===== src/rtl/tdm_demux4.sv =====
// Four-slot TDM demultiplexer: locks onto a frame-sync marker, collects one beat
// per slot and presents all four channels together once a frame is complete.
module tdm_demux4 #(
  parameter int WIDTH = 1
) (
  input  logic             clk,
  input  logic             rst,
  input  logic [WIDTH-1:0] din,
  input  logic             din_valid,
  input  logic             sync_in,
  output logic [WIDTH-1:0] a,
  output logic [WIDTH-1:0] b,
  output logic [WIDTH-1:0] c,
  output logic [WIDTH-1:0] d,
  output logic             frame_valid,
  output logic [1:0]       slot,
  output logic             sync_err
);

  typedef enum logic {
    HUNT,
    RUN
  } state_e;

  state_e           state_q, state_d;
  logic [1:0]       slot_q, slot_d;
  logic [WIDTH-1:0] sha_q, sha_d, shb_q, shb_d, shc_q, shc_d;
  logic [WIDTH-1:0] a_q, a_d, b_q, b_d, c_q, c_d, d_q, d_d;
  logic             fv_q, fv_d, err_q, err_d;

  always_ff @(posedge clk or posedge rst) begin
    if (rst) begin
      state_q <= HUNT;
      slot_q  <= 2'd0;
      sha_q   <= '0;
      shb_q   <= '0;
      shc_q   <= '0;
      a_q     <= '0;
      b_q     <= '0;
      c_q     <= '0;
      d_q     <= '0;
      fv_q    <= 1'b0;
      err_q   <= 1'b0;
    end else begin
      state_q <= state_d;
      slot_q  <= slot_d;
      sha_q   <= sha_d;
      shb_q   <= shb_d;
      shc_q   <= shc_d;
      a_q     <= a_d;
      b_q     <= b_d;
      c_q     <= c_d;
      d_q     <= d_d;
      fv_q    <= fv_d;
      err_q   <= err_d;
    end
  end

  always_comb begin
    state_d = state_q;
    slot_d  = slot_q;
    sha_d   = sha_q;
    shb_d   = shb_q;
    shc_d   = shc_q;
    a_d     = a_q;
    b_d     = b_q;
    c_d     = c_q;
    d_d     = d_q;
    fv_d    = 1'b0;
    err_d   = 1'b0;

    if (din_valid) begin
      unique case (state_q)
        HUNT: begin
          if (sync_in) begin
            sha_d   = din;
            slot_d  = 2'd1;
            state_d = RUN;
          end
        end
        RUN: begin
          // A marker anywhere but slot 0 abandons the partial frame and restarts it.
          if (sync_in && (slot_q != 2'd0)) begin
            err_d  = 1'b1;
            sha_d  = din;
            slot_d = 2'd1;
          end else begin
            slot_d = slot_q + 2'd1;
            unique case (slot_q)
              2'd0: sha_d = din;
              2'd1: shb_d = din;
              2'd2: shc_d = din;
              2'd3: begin
                a_d  = sha_q;
                b_d  = shb_q;
                c_d  = shc_q;
                d_d  = din;
                fv_d = 1'b1;
              end
              default: ;
            endcase
          end
        end
        default: state_d = HUNT;
      endcase
    end
  end

  assign a           = a_q;
  assign b           = b_q;
  assign c           = c_q;
  assign d           = d_q;
  assign frame_valid = fv_q;
  assign slot        = slot_q;
  assign sync_err    = err_q;

endmodule


===== config.mk =====
export PLATFORM = sky130hd
export DESIGN_NAME = tdm_demux4
export DESIGN_NICKNAME = d
export VERILOG_FILES = /design/src/rtl/tdm_demux4.sv
export SDC_FILE = /design/constraint.sdc
export NUM_CORES = 1
export LEC_CHECK = 0
export ABC_AREA = 0
export CAP_MARGIN = 30
export CORE_MARGIN = 1
export CORE_UTILIZATION = 30
export DETAILED_ROUTE_END_ITERATION = 10
export GPL_ROUTABILITY_DRIVEN = 1
export REMOVE_ABC_BUFFERS = 1
export SKIP_CTS_REPAIR_TIMING = 1
export SYNTH_ARGS = -nofsm -noshare
export SYNTH_HDL_FRONTEND = slang
export SYNTH_SLANG_ARGS = --single-unit

===== constraint.sdc =====
create_clock -name clk -period 1.7 [get_ports clk]
set_input_delay 0.34 -clock clk [delete_from_list [all_inputs] [get_ports clk]]
set_output_delay 0.34 -clock clk [all_outputs]
set_load 0.05 [all_outputs]

==> results by group <==
Run status
  • Status: finished clean

Setup path
  • CP peak stage delay: 410 ps
  • Startpoint types: flop
  • Crit path max fanout: 5
  • Top cell family by delay on the critical path: flip-flops
  • Worst path bufs/invs: 1
  • Critical Path Sink Type: flop
  • Required @ worst endpoint: 1850 ps
  • Crit Path Category: reg2reg
  • Max stage delay cell, worst path: dfrtp_1
  • Cell chain of the critical path: inv_1 -> ha_1 -> nand2b_2 -> nand4_4 -> mux2_2
  • Worst EP arrival: 1720 ps

GRT
  • GR Util met3: 5.20%
  • Number of global-route vias before repair: 342
  • Grt met2 use: 15.3%
  • Busiest layer in global routing: met2
  • Initial antenna violation count: 0
  • Largest net degree at the start of global routing: 13
  • Routing usage on met1: 14.2%
  • Global-route wire length before repair: 1.46 mm
  • Grt ovf: 0
  • Gr usage total: 10.2%

Placement
  • Dpl cells: 78
  • Number of port buffers: 12
  • GPL Wtd Cong: 0.703
  • Dpl hpwl: 657 um

Final layout
  • Proportion of layout cells with a drive suffix above 1: 40.4%
  • Cell Count, Final, Fillers Out: 82
  • Multi-input gate area: 233 um2
  • Commonest non-fill, non-tap cell in the layout: dfrtp_1
  • Reg area: 300 um2
  • Most frequent cells in the layout: 12 x dfrtp_1, 9 x buf_4, 6 x mux2_2
  • Fill cell count: 175
  • Final Net Count: 67
  • Ant diodes: 0
  • Area Overhead vs Synth: 32.0%

Floorplan
  • Boundary pin count: 13
  • Die width: 44.7 um
  • Full die area: 0.00200 mm2
  • Initial core utilization: 31.7%
  • Cell Rows: 15
  • Die extent in y: 44.7 um
  • Core region area: 0.00173 mm2

Drt
  • Drt drc: 0
  • Initial DRC count: 2
  • DRT Pass-1 Iters: 2
  • Final wirelength: 846 um
  • Detail Route Antenna Nets: 0
  • DR vias/cell: 4.22
  • Routed wire length per instance: 10.3 um
  • Vias: 346

Yosys
  • Top cell type's share of synthesized area: 54.8%
  • Synth top area cells: dfrtp_1 55%, mux2_2 12%, ha_1 9.1%
  • Seq/Total Area, Yosys: 54.8%
  • YS warnings: 0
  • Mapped cell area: 548 um2
  • Post-synth top area cell: dfrtp_1
  • Cells after Synth: 40
  • Seq cells post-synth: 12
  • Mean Syn Cell Area: 13.7 um2
  • Yosys cell types: 16

STA
  • Fmax: 638 MHz
  • Final Skew: 3.22 ps
  • Slew margin rel.: 70.5%
  • Unrepaired setup endpoints after global routing: false
  • Fin crit share: 92.2%
  • Final slew viol count: 0
  • Worst-margin pin slew: 442 ps
  • Final hold vios: 0
  • Period minus WS final: 1570 ps
  • Setup Viol. Count Final: 0

Clocking
  • Clock Tree Buf Depth: 2
  • Clk slew on worst S/H paths: 70 ps
  • H-tree depth: 1
  • Num CTS Buffers: 3
  • Clock Root Buffer: clkbuf_4
  • Clk_lat worst skew: 260 ps
  • Clk sinks: 12
  • CTS tree: built

Power and ir drop
  • Power density cells: 1660 mW/mm2
  • Leakage power: 0.353 nW
  • Final Power: 1.20 mW
  • VDD IR max: 0.926 mV

Job
  • Max-Cap Viols: 0

Hold path
  • HP Class: in2async
## logic make-up after synthesis
logic type	share of synthesized area [%]
mux	16.9
flops	54.8
simple gates	11.0
compound gates	5.48
fa+ha+maj	9.13
buf+inv	2.74
## Yosys cell counts
cell type,instances
a21o_1,1
a21o_2,1
nand2_1,2
mux2_2,6
nand2b_2,1
nand4_4,1
nor2_1,1
nand4_1,2
inv_1,4
mux2_4,1
ha_1,4
a22o_1,1
o21ai_0,1
nor2b_1,1
dfrtp_1,12
mux2i_1,1
## final timing paths
| path | cells past startpoint | to | from | slack, ps |
|---|---|---|---|---|
| setup reg to reg | 5 | c | slot[0] | 130 |
| min in group clk | 1 | a | a | 510 |
| max in group asynchronous | 2 | b | rst | 1020 |
| setup / recovery | 5 | c | slot[0] | 130 |
| hold / removal | 2 | c | rst | 380 |
| hold reg to reg | 1 | a | a | 510 |
## per-layer routing
layer / up-vias / part of all wire [%]
met5: - / 0
met4: 0 / 0
met3: 0 / 6.5
met2: 9 / 42
met1: 165 / 51
li1: 172 / -
## where the power goes
group / internal (mW) / leakage [nW] / switching, mW
Sequential: 0.380 / 0.144 / 0.0476
Clock: 0.130 / 0.0210 / 0.0884
Combinational: 0.210 / 0.188 / 0.347
## registers in the layout (all words and copies together), names as in the netlist
signal	flops
a	1
state_q	1
c	1
sha_q	1
frame_valid	1
b	1
slot	2
sync_err	1
shc_q	1
shb_q	1
d	1
## per-stage QoR
step | instance area (um2) | TNS [ps] | setup WS, ps | hold slack [ps] | utilization [%]
after floorplan | 548 | -766 | -132 | 205 | -
after global placement | 687 | 0 | 103 | 495 | 39.8
after CTS | 723 | 0 | 131 | 395 | 41.9
after detailed placement | 687 | 0 | 91.3 | 498 | 39.8
after global routing | 723 | 0 | 32.7 | 435 | 41.9
final | 723 | 0 | 133 | 377 | 41.9
## worst reg2reg max path, delay by kind of cell, from the launching register on
kind                     cells  cell delay (ps)
adder cells (fa/ha/maj)      1              220
buffers and inverters        1              110
flip-flops                   1              410
multiplexers                 1              340
AND/OR/NAND/NOR              2              370
## area by class of cell
type / count / share of cell area, %
multi-input combinational: 24 / 32.2
timing repair buffer: 13 / 14.9
tap: 25 / 4.33
sequential: 12 / 41.5
clock buffer: 4 / 5.02
inverter: 4 / 2.08
Power figures use the tool's default switching activity.
